===== config.mk =====
export PLATFORM = sky130hd
export DESIGN_NAME = csr_ctrl
export DESIGN_NICKNAME = d
export VERILOG_FILES = /design/src/rtl/csr_ctrl.sv
export SDC_FILE = /design/constraint.sdc
export NUM_CORES = 1
export LEC_CHECK = 0
export CORE_AREA = 5 5 218 220
export CTS_CLUSTER_SIZE = 30
export DETAILED_ROUTE_END_ITERATION = 6
export DIE_AREA = 0 0 223 225
export PLACE_DENSITY = 0.68
export SLEW_MARGIN = 30
export SYNTH_ARGS = -nofsm -noshare
export SYNTH_HDL_FRONTEND = slang
export SYNTH_SLANG_ARGS = --single-unit

===== constraint.sdc =====
create_clock -name clk -period 2.5 [get_ports clk]
set_clock_uncertainty 0.15 [all_clocks]
set_input_delay 0.5 -clock clk [delete_from_list [all_inputs] [get_ports clk]]
set_output_delay 0.5 -clock clk [all_outputs]
set_load 0.02 [all_outputs]

===== src/rtl/csr_ctrl.sv =====
// csr_ctrl: machine-mode CSR initiator that runs Zicsr read-modify-writes and the trap/MRET update sequences.
//   clk, rst                    clock; asynchronous active-low reset
//   req_*/op_i/csr_addr_i/rs1_* CSR instruction request (accepted only when req_ready_o)
//   resp_*                      one-cycle result: old CSR value and illegal flag
//   trap_*/mret_i               trap entry and MRET requests
//   redirect_*                  one-cycle PC redirect pulse
//   csr_we_o/waddr/wdata        CSR file write port, address/data zero when not writing
//   csr_raddr_o/csr_rdata_i     CSR file combinational read port
module csr_ctrl #(
  parameter int XLEN = 64,
  parameter int CSR_AW = 12,
  parameter logic [CSR_AW-1:0] A_MSTATUS = 12'h300,
  parameter logic [CSR_AW-1:0] A_MTVEC = 12'h305,
  parameter logic [CSR_AW-1:0] A_MEPC = 12'h341,
  parameter logic [CSR_AW-1:0] A_MCAUSE = 12'h342,
  parameter logic [CSR_AW-1:0] A_MTVAL = 12'h343
) (
  input  logic              clk,
  input  logic              rst,
  input  logic              req_valid_i,
  output logic              req_ready_o,
  input  logic [2:0]        op_i,
  input  logic [CSR_AW-1:0] csr_addr_i,
  input  logic [XLEN-1:0]   rs1_data_i,
  input  logic [4:0]        rs1_idx_i,
  output logic              resp_valid_o,
  output logic [XLEN-1:0]   resp_rdata_o,
  output logic              resp_illegal_o,
  input  logic              trap_valid_i,
  input  logic [XLEN-1:0]   trap_cause_i,
  input  logic [XLEN-1:0]   trap_pc_i,
  input  logic [XLEN-1:0]   trap_tval_i,
  input  logic              mret_i,
  output logic              redirect_valid_o,
  output logic [XLEN-1:0]   redirect_pc_o,
  output logic              csr_we_o,
  output logic [CSR_AW-1:0] csr_waddr_o,
  output logic [XLEN-1:0]   csr_wdata_o,
  output logic [CSR_AW-1:0] csr_raddr_o,
  input  logic [XLEN-1:0]   csr_rdata_i
);
  localparam logic [3:0] S_IDLE    = 4'd0;
  localparam logic [3:0] S_EXEC    = 4'd1;
  localparam logic [3:0] S_DONE    = 4'd2;
  localparam logic [3:0] S_T_EPC   = 4'd3;
  localparam logic [3:0] S_T_CAUSE = 4'd4;
  localparam logic [3:0] S_T_TVAL  = 4'd5;
  localparam logic [3:0] S_T_STAT  = 4'd6;
  localparam logic [3:0] S_T_VEC   = 4'd7;
  localparam logic [3:0] S_M_STAT  = 4'd8;
  localparam logic [3:0] S_M_EPC   = 4'd9;

  logic [3:0]        r_state;
  logic [2:0]        r_op;
  logic [CSR_AW-1:0] r_addr;
  logic [XLEN-1:0]   r_src;
  logic [4:0]        r_idx;
  logic [XLEN-1:0]   r_pc;
  logic [XLEN-1:0]   r_cause;
  logic [XLEN-1:0]   r_tval;
  logic [XLEN-1:0]   r_old;
  logic              r_ill;

  logic              w_bad_op;
  logic              w_wr;
  logic              w_ill;
  logic [XLEN-1:0]   w_new;
  logic [XLEN-1:0]   w_trap_stat;
  logic [XLEN-1:0]   w_mret_stat;
  logic [XLEN-1:0]   w_vec_pc;

  // op[1:0]: 01 write, 10 set, 11 clear, 00 reserved; op[2] selects the zimm form
  assign w_bad_op = r_op[1:0] == 2'b00;
  // set/clear with rs1/zimm of zero must not write, which also keeps it legal on read-only CSRs
  assign w_wr = !w_bad_op && !(r_op[1] && r_idx == 5'd0);
  assign w_ill = w_bad_op || (w_wr && r_addr[CSR_AW-1:CSR_AW-2] == 2'b11);
  assign w_new = r_op[1:0] == 2'b01 ? r_src :
                 r_op[1:0] == 2'b10 ? (csr_rdata_i | r_src) : (csr_rdata_i & ~r_src);
  // trap: stack IE into IE1 and disable; MRET: restore IE from IE1 and set IE1
  assign w_trap_stat = {csr_rdata_i[XLEN-1:4], csr_rdata_i[0], csr_rdata_i[2:1], 1'b0};
  assign w_mret_stat = {csr_rdata_i[XLEN-1:4], 1'b1, csr_rdata_i[2:1], csr_rdata_i[3]};
  assign w_vec_pc = {csr_rdata_i[XLEN-1:2], 2'b00};

  always_ff @(posedge clk or negedge rst) begin
    if (!rst) begin
      r_state <= S_IDLE;
      r_op <= '0;
      r_addr <= '0;
      r_src <= '0;
      r_idx <= '0;
      r_pc <= '0;
      r_cause <= '0;
      r_tval <= '0;
      r_old <= '0;
      r_ill <= 1'b0;
    end else begin
      case (r_state)
        S_IDLE: begin
          if (trap_valid_i) begin
            r_pc <= trap_pc_i;
            r_cause <= trap_cause_i;
            r_tval <= trap_tval_i;
            r_state <= S_T_EPC;
          end else if (mret_i) begin
            r_state <= S_M_STAT;
          end else if (req_valid_i) begin
            r_op <= op_i;
            r_addr <= csr_addr_i;
            r_src <= op_i[2] ? XLEN'(rs1_idx_i) : rs1_data_i;
            r_idx <= rs1_idx_i;
            r_state <= S_EXEC;
          end
        end
        S_EXEC: begin
          r_old <= w_ill ? '0 : csr_rdata_i;
          r_ill <= w_ill;
          r_state <= S_DONE;
        end
        S_T_EPC:   r_state <= S_T_CAUSE;
        S_T_CAUSE: r_state <= S_T_TVAL;
        S_T_TVAL:  r_state <= S_T_STAT;
        S_T_STAT:  r_state <= S_T_VEC;
        S_M_STAT:  r_state <= S_M_EPC;
        default:   r_state <= S_IDLE;
      endcase
    end
  end

  always_comb begin
    csr_we_o = 1'b0;
    csr_waddr_o = '0;
    csr_wdata_o = '0;
    case (r_state)
      S_EXEC: begin
        csr_we_o = w_wr && !w_ill;
        csr_waddr_o = csr_we_o ? r_addr : '0;
        csr_wdata_o = csr_we_o ? w_new : '0;
      end
      S_T_EPC: begin
        csr_we_o = 1'b1;
        csr_waddr_o = A_MEPC;
        csr_wdata_o = r_pc;
      end
      S_T_CAUSE: begin
        csr_we_o = 1'b1;
        csr_waddr_o = A_MCAUSE;
        csr_wdata_o = r_cause;
      end
      S_T_TVAL: begin
        csr_we_o = 1'b1;
        csr_waddr_o = A_MTVAL;
        csr_wdata_o = r_tval;
      end
      S_T_STAT: begin
        csr_we_o = 1'b1;
        csr_waddr_o = A_MSTATUS;
        csr_wdata_o = w_trap_stat;
      end
      S_M_STAT: begin
        csr_we_o = 1'b1;
        csr_waddr_o = A_MSTATUS;
        csr_wdata_o = w_mret_stat;
      end
      default: ;
    endcase
  end

  assign req_ready_o = r_state == S_IDLE;
  assign csr_raddr_o = r_state == S_EXEC ? r_addr :
                       (r_state == S_T_STAT || r_state == S_M_STAT) ? A_MSTATUS :
                       r_state == S_T_VEC ? A_MTVEC :
                       r_state == S_M_EPC ? A_MEPC : '0;
  assign resp_valid_o = r_state == S_DONE;
  assign resp_rdata_o = r_state == S_DONE ? r_old : '0;
  assign resp_illegal_o = r_state == S_DONE && r_ill;
  assign redirect_valid_o = r_state == S_T_VEC || r_state == S_M_EPC;
  assign redirect_pc_o = redirect_valid_o ? w_vec_pc : '0;
endmodule


==> results of run 1 <==
-- synthesized netlist by cell type (35+ instances only) --
master	n	area [um^2]
nor2_1	75	282
nand2_1	99	372
nand2b_1	65	407
a221oi_1	65	569
nand3_1	40	200
o211ai_1	35	263
o21ai_0	91	455
and2_1	136	851
clkbuf_1	68	255
buf_2	51	255
dfrtp_1	344	8610
a22o_1	64	561
a22oi_1	99	743
xnor2_1	64	561
mux2_2	211	2380
-- critical path: stages, from the launching register on --
cell      delay (ns)
dfrtp_1         0.38
or4b_4          0.57
a211oi_4        0.18
buf_6           0.14
buf_12          0.10
buf_6           0.08
and2_4          0.17
buf_12          0.13
buf_16          0.15
buf_6           0.10
a221o_1         0.17
buf_6           0.13
-- metrics by stage --
| step | util | setup TNS, ns | hold slack (ns) | worst slack [ns] | instances |
|---|---|---|---|---|---|
| CTS | 0.654 | -177.99 | 0.284 | -1.02 | 3061 |
| floorplan | - | 0 | 0.0544 | 0.0513 | 1620 |
| global route | 0.671 | -182.34 | 0.348 | -1.07 | 3093 |
| detailed placement | 0.573 | -107.87 | 0.285 | -0.664 | 2864 |
| finish | 0.672 | -163.12 | 0.321 | -1.00 | 3095 |
| global placement | 0.573 | -96.99 | 0.289 | -0.641 | 2864 |
-- per-layer routing --
layer / vias up / GRT usage / routed length [um]
met5: - / 0 / 57
met4: 8 / 0.158 / 4510
met3: 254 / 0.0818 / 7290
met2: 961 / 0.527 / 40500
met1: 8794 / 0.387 / 32300
li1: 7575 / - / -
-- power groups by stage --
stage | logic (mW) | clock network (mW) | registers, mW
2_1_floorplan | 9.53 | 0 | 9.40
3_3_place_gp | 17.2 | 0 | 9.84
3_5_place_dp | 17.4 | 0 | 10.0
4_1_cts | 20.5 | 6.05 | 9.98
5_1_grt | 22.4 | 6.25 | 10.4
6_report | 21.4 | 5.95 | 10.1
-- sequential cells by signal (all words and copies together) (netlist names) --
signal / cells
r_pc: 64
r_old: 64
r_state: 4
r_src: 64
r_addr: 12
r_tval: 64
r_idx: 5
r_op: 2
r_cause: 64
r_ill: 1
-- cell type report --
| type | count | area (um^2) |
|---|---|---|
| fill | 3420 | 14800 |
| timing repair buffer | 934 | 10400 |
| multi-input combinational | 1126 | 9180 |
| sequential | 344 | 8620 |
| clock buffer | 60 | 1240 |
| tap | 600 | 751 |
| clock inverter | 9 | 88.8 |
| antenna | 20 | 50.0 |
| inverter | 2 | 7.51 |
-- cells by family (layout without fill, tap and decap cells) --
kind of cell / after synthesis / count (layout)
AOI/OAI and AO/OA: 405 / 405
xor gates and xnor gates: 64 / 64
buffers and inverters: 150 / 1005
DFF: 344 / 344
muxes: 216 / 216
other: 1 / 22
and+or+nand+nor: 439 / 439
-- worst max-delay path by stage --
stage,to,slack (ns),cells after the start
global placement,csr_wdata_o[29],-0.64,8
CTS,resp_rdata_o[37],-1.02,15
global route,csr_wdata_o[61],-1.07,11
detailed placement,csr_wdata_o[22],-0.66,6
floorplan,csr_wdata_o[10],0.05,6
finish,csr_wdata_o[19],-1.00,11
-- repair_timing --
item | in CTS | in global routing
hold buffers | 1 | 0
setup endpoints to repair | 278 | 278
gates cloned | 15 | 4
pin swaps | 46 | 151
resized for setup | 1400 | 194
setup buffers | 116 | 39
hold endpoints to repair | 34 | 0
==> results, run 1 <==
- In this run the core area contains slightly below 80 standard-cell rows.
- The tool flagged a number of max-cap violations equal to 0.
- TritonCTS built the clock tree.
- The fraction of synthesized cell area in xor and xnor cells is 0.0317.
- The top-level I/O count is 566.
- After synthesis, the largest family of logic cells by area is compound AO/OA/AOI/OAI gates.
- The first-pass GRT wire length is 121000 um.
- The detailed router placed 17.6k vias in this run.
- In the routed design, unresolved DRC markers number 0.
- The net switching share of the total power is 0.384.
- The final-report max-slew violation count came to 0.
- The flip-flop cell with the highest count after synthesis is dfrtp_1.
- The number of iterations in the first detailed-routing pass is 5.
- The data required time at the worst endpoint is 1.85 ns.
- Counting flops with a built-in enable in the synthesized netlist gives 0.
- The clock reaches the later pin of the worst-skew pair after about 0.56 ns.
- The initial cell density of the core is 0.392.
- The terminus of the critical flop-to-flop path is r_old[49].
- The number of sinks handled by clock tree synthesis is approximately 340.
- The final reports fail on setup timing.
- In this run the clock root is driven by a clkbuf_16.
- Synthesis instantiated 47 different standard cells from the library.
- Of all flip-flops after synthesis, the portion carrying an async set or reset was 1.00.
- The run finished, with violations left.
- The residual antenna-violating net count after detailed routing is 0.
- The final routed wirelength across all metal layers is between 80000 and 90000 um.
- The maximum operating frequency is 286 MHz.
- The classification of the worst setup path is reg2out.
- The completed layout was analyzed and its total power is 37.5 mW.
- The Yosys step of the flow raised 0 warnings.
- For this design the static power due to leakage is between 10 and 15 nW.
- The worst setup path is captured at a primary output.
- The placed cell area is 25800 um^2.
- In this run the power density over the cells is 1240 nW/um^2.
- The synthesized flop and latch total is 344.
- The average footprint of a synthesized cell is 10.9 um^2.
- The layout net count is roughly 2.8k.
- Detailed placement finished with a half-perimeter wire length of ~57000 um.
- The register-to-register setup slack is -0.07 ns.
- After clock tree synthesis, the clock-pin slew on the worst setup and hold paths is around 0.06 ns.
- Across all setup checks in the final design, the least slack found is -1.00 ns.
- The first routing iteration left between 1k and 1.5k violations.
- The horizontal extent of the die is 223 um.
- Leaving out fill and tap cells, the most frequent cell in the layout is clkdlybuf4s50_1.
- The number of antenna violations at the first check in global routing is 23.
- The area of the placeable core is between 40000 and 50000 um^2.
- The adder and majority cell fraction of the synthesized area is 0.
- IR analysis of the VDD net gives a maximum drop of 670 uV.
- The combinational share of power is 0.570.
- The share of post-route cells with drive strength above 1 is 0.439.
- The final-report hold violation count is 0.
- The post-synthesis compound-gate area fraction is 0.173.
- In this run the tightest slew margin relative to its limit is 0.328.
- The setup-violating endpoint count in the final report is 277.
- Dividing the detail-routed via count by the number of cells gives approximately 5.7.
- STA classifies the critical path startpoint as a flop.
- The number of cells on the worst reg-to-reg path is 6.
- The total overflow reported by the global router is 0.
- The post-synthesis mux area share is 0.137.
- The total clock buffers created by CTS is 40.
- Setup repair after global routing could not meet its margin everywhere.
- The vertical die dimension is 225 um.
- Entering global routing, the biggest net connects a little over 70 pins.
- The most critical setup path has its startpoint at r_state[1].
- The H-tree generated during clock tree synthesis spans 2 levels.
- The quantity of I/O buffers inserted on ports is ~560.
- Of the total synthesized cell area, the portion taken by AND, OR, NAND and NOR gates is 0.130.
- Across every metal layer, demand over resource in global routing totals 0.318.
- In the layout the commonest cells are clkdlybuf4s50_1, dfrtp_1, buf_6, buf_4, mux2_2.
- Counting I/O delays and the setup requirement, the final critical path takes 3.50 ns.
- The area enclosed by the die boundary is 50200 um^2.
- The worst register-to-register path begins at r_state[1].
- The reported net switching power is 14.4 mW.
- The actual slew at the worst max-slew pin is 1.01 ns.
- Of the total power, the clock network draws 0.159.
- The cell count after synthesis came out at 1619.
- The clock passes through at most 3 buffers.
- Summing every instance area after synthesis gives roughly 18000 um^2.
- The number of global-route vias before repair was 18.5k.
- The area growth from synthesis to final layout is 71.4%.
- The share of the Yosys chip area taken by registers is 0.487.
- The cell internal power dissipation is 23.1 mW.
- In this run the worst hold path is classified as in2async.
- The register share of total power is 0.271.
- At the worst endpoint, the arrival time is 2.85 ns.
- The detailed-route wire length per cell is 27.3 um.
- The finished cells cover 30300 um^2.
- The global placer's final weighted congestion is 0.957.
- Of the available clock period, the critical path in the final layout requires 1.40.
- The largest fanout on the critical path is 7.
Power figures use the tool's default switching activity.
==> run 2, diff against run 1 <==
CORE_AREA = default   (was 5 5 218 220)
CORE_ASPECT_RATIO = 0.9   (was default)
CORE_MARGIN = 5   (was default)
CORE_UTILIZATION = 30   (was default)
DIE_AREA = default   (was 0 0 223 225)
PLACE_DENSITY = 0.55   (was 0.68)
==> run 2 against run 1 <==
The flow still finishes with violations (setup timing). Die area increased by 27%. Register-to-register slack got worse by 0.07 ns. Flip-flop and latch count unchanged. Critical path depth is 2 lower. Worst setup slack improved by 0.095 ns. Critical endpoint is now csr_wdata_o[31]. Largest cell class unchanged. Highest routed layer unchanged.
==> results, run 2 (synthesis results as in run 1) <==
- The residual antenna-violating net count after detailed routing was 0 (unchanged).
- Violations in the final reports: setup timing (unchanged).
- The area used by sequential logic in the layout came to 8620 um^2 (unchanged).
- The critical register-to-register path startpoint is r_state[3] (was r_state[1]).
- The least setup slack across all paths after layout is -0.905 ns (was -1.00 ns).
- The startpoint of the worst setup timing path is r_state[3] (was r_state[1]).
- The capturing element of the worst setup path is csr_wdata_o[31] (was csr_wdata_o[19]).
- The final period utilization is 1.36 (was 1.40).
- The maximum operating frequency is 294 MHz (was 286 MHz).
- The total overflow reported by the global router is 0 (unchanged).
- The total power divided by cell area is 1230 nW/um^2 (was 1240 nW/um^2).
- The number of global-route vias before repair is 17.5k (was 18.5k).
- The actual slew at the worst max-slew pin came to 1.04 ns (was 1.01 ns).
- The top-level I/O count was 566 (unchanged).
- The worst slew slack as a fraction of its limit is 0.310 (was 0.328).
- Run status: finished with violations (unchanged).
- The terminus of the critical flop-to-flop path is r_cause[20] (was r_old[49]).
- The peak supply drop is 533 uV (was 670 uV).
- The final-report max-slew violation count was 0 (unchanged).
- The horizontal extent of the die is 266 um (was 223 um).
- The area growth from synthesis to final layout is 72.4% (was 71.4%).
- The detailed router's first-iteration violation count is 1284 (was 1491).
- The final instance area is 30500 um^2 (was 30300 um^2).
- The most common cell after layout, fill and taps aside is clkdlybuf4s50_1 (unchanged).
- The HPWL after detailed placement came to 58800 um (was 57100 um).
- The quantity of I/O buffers inserted on ports is 563 (unchanged).
- The number of cells on the worst reg-to-reg path is 12 (was 6).
- The number of iterations in the first detailed-routing pass is 5 (unchanged).
- The number of placement rows is 84 (was 78).
- The global placer's final weighted congestion came to 0.939 (was 0.957).
- The TritonCTS clock tree is built (unchanged).
- The detailed-route wire length per cell was 27.1 um (was 27.3 um).
- The class of the worst hold path is in2async (unchanged).
- The layout net count is 2807 (was 2793).
- The total via count in the routed design is 17.2k (was 17.6k).
- The vertical die dimension came to 240 um (was 225 um).
- The post-detailed-route via-to-cell ratio was 5.25 (was 5.68).
- The global-route total usage across every layer was 0.262 (was 0.318).
- The share of post-route cells with drive strength above 1 is 0.436 (was 0.439).
- The final routed wirelength across all metal layers is 89000 um (was 84600 um).
- The max-capacitance violation count was 0 (unchanged).
- The number of levels the H-tree was split into came to 2 (unchanged).
- The static leakage is 13.0 nW (about the same).
- The area of the placeable core was 58300 um^2 (was 45100 um^2).
- The area enclosed by the die boundary was 63900 um^2 (was 50200 um^2).
- The register-to-register setup slack is -0.14 ns (was -0.07 ns).
- The pre-CTS setup slack is -0.747 ns (was -0.664 ns).
- The first-pass GRT wire length is 123000 um (was 121000 um).
- The filler-free cell count of the finished design came to 3279 (was 3095).
- The initial cell density of the core is 0.303 (was 0.392).
- The total negative setup slack is -150.84 ns (was -163.12 ns).
- The data required time at the worst endpoint is 1.85 ns (about the same).
- The number of remaining DRC errors is 0 (unchanged).
- The clock transition at the register clock pins on the worst setup and hold paths after CTS is 0.06 ns (about the same).
- Unrepaired setup endpoints after global routing: yes (unchanged).
- The largest fanout on the critical path is 5 (was 7).
- The root buffer cell is clkbuf_16 (unchanged).
- The number of sinks handled by clock tree synthesis is 344 (unchanged).
- The setup-violating endpoint count in the final report is 327 (was 277).
- The pin count of the biggest net entering global routing is 65 (was 72).
- The startpoint type of the worst setup path is a flop (unchanged).
- The count of fill cells added during filler insertion was 5135 (was 3420).
- The cell count after placement is 3043 (was 2864).
- The arrival time of the worst setup path was 2.75 ns (was 2.85 ns).
- The deepest clock path buffer count was 3 (unchanged).
- The sort of element at the end of the critical path was a primary output (unchanged).
- The total area of multi-input combinational cells is 9130 um^2 (was 9180 um^2).
- The hold slack is 0.300 ns (was 0.321 ns).
- The total clock buffers created by CTS came to 41 (was 40).
- The number of antenna violations at the first check in global routing is 29 (was 23).
- The post-layout minimum cycle time is 3.40 ns (was 3.50 ns).
- Commonest cells after routing, fill and taps aside: clkdlybuf4s50_1, dfrtp_1, buf_4, buf_6, mux2_2 (was clkdlybuf4s50_1, dfrtp_1, buf_6, buf_4, mux2_2).
- The clock latency of the later-clocked register in the worst-skew pair is 0.56 ns (about the same).
- The utilization of the core after routing is 0.522 (was 0.672).
- The post-route total power was 37.6 mW (was 37.5 mW).
- The classification of the worst setup path is reg2out (unchanged).
- The placed cell area was 25900 um^2 (was 25800 um^2).
- The final-report hold violation count is 0 (unchanged).
[run 2: worst min-delay path by stage]
stage | endpoint | slack, ns | cells past startpoint
2_1_floorplan | r_addr[0] | 0.05 | 0
3_5_place_dp | r_src[62] | 0.31 | 1
4_1_cts | r_old[58] | 0.29 | 2
3_3_place_gp | r_src[62] | 0.31 | 1
5_1_grt | r_old[60] | 0.34 | 2
6_report | r_old[58] | 0.30 | 2
[run 2: repair_timing]
action,CTS,global route
endpoints found under the hold margin,30,0
endpoints found under the setup margin,290,443
setup buffers,107,35
pin swaps,59,72
gates cloned,19,11
hold buffers,1,0
resized for setup,1384,200
[run 2: per-layer routing]
| metal | vias to the layer above | wire [um] | global-route usage |
|---|---|---|---|
| li1 | 7616 | - | - |
| met1 | 8656 | 36200 | 0.339 |
| met2 | 753 | 41700 | 0.419 |
| met3 | 158 | 8480 | 0.0865 |
| met4 | 28 | 2440 | 0.0808 |
| met5 | - | 157 | 0 |
[run 2: layout make-up]
cell class / instances / area share
well taps: 774 / 0.0318
diodes: 16 / 0.00131
repair buffers: 947 / 0.339
multi-input cells: 1126 / 0.300
clock inverters: 7 / 0.00386
inverters: 2 / 0.000246
clock buffers: 63 / 0.0408
flip-flops and latches: 344 / 0.283
[run 2: critical path, stage by stage (launching register included)]
cell      delay (ns)
dfrtp_2         0.40
or4b_4          0.57
a211oi_4        0.21
buf_12          0.15
buf_8           0.10
and2_4          0.19
buf_12          0.12
buf_12          0.15
a221o_1         0.19
buf_6           0.13
[run 2: power breakdown]
group | switching, mW | internal (mW)
Clock | 2.42 | 3.71
Combinational | 10.2 | 11.2
Sequential | 1.81 | 8.24
Total | 14.4 | 23.1
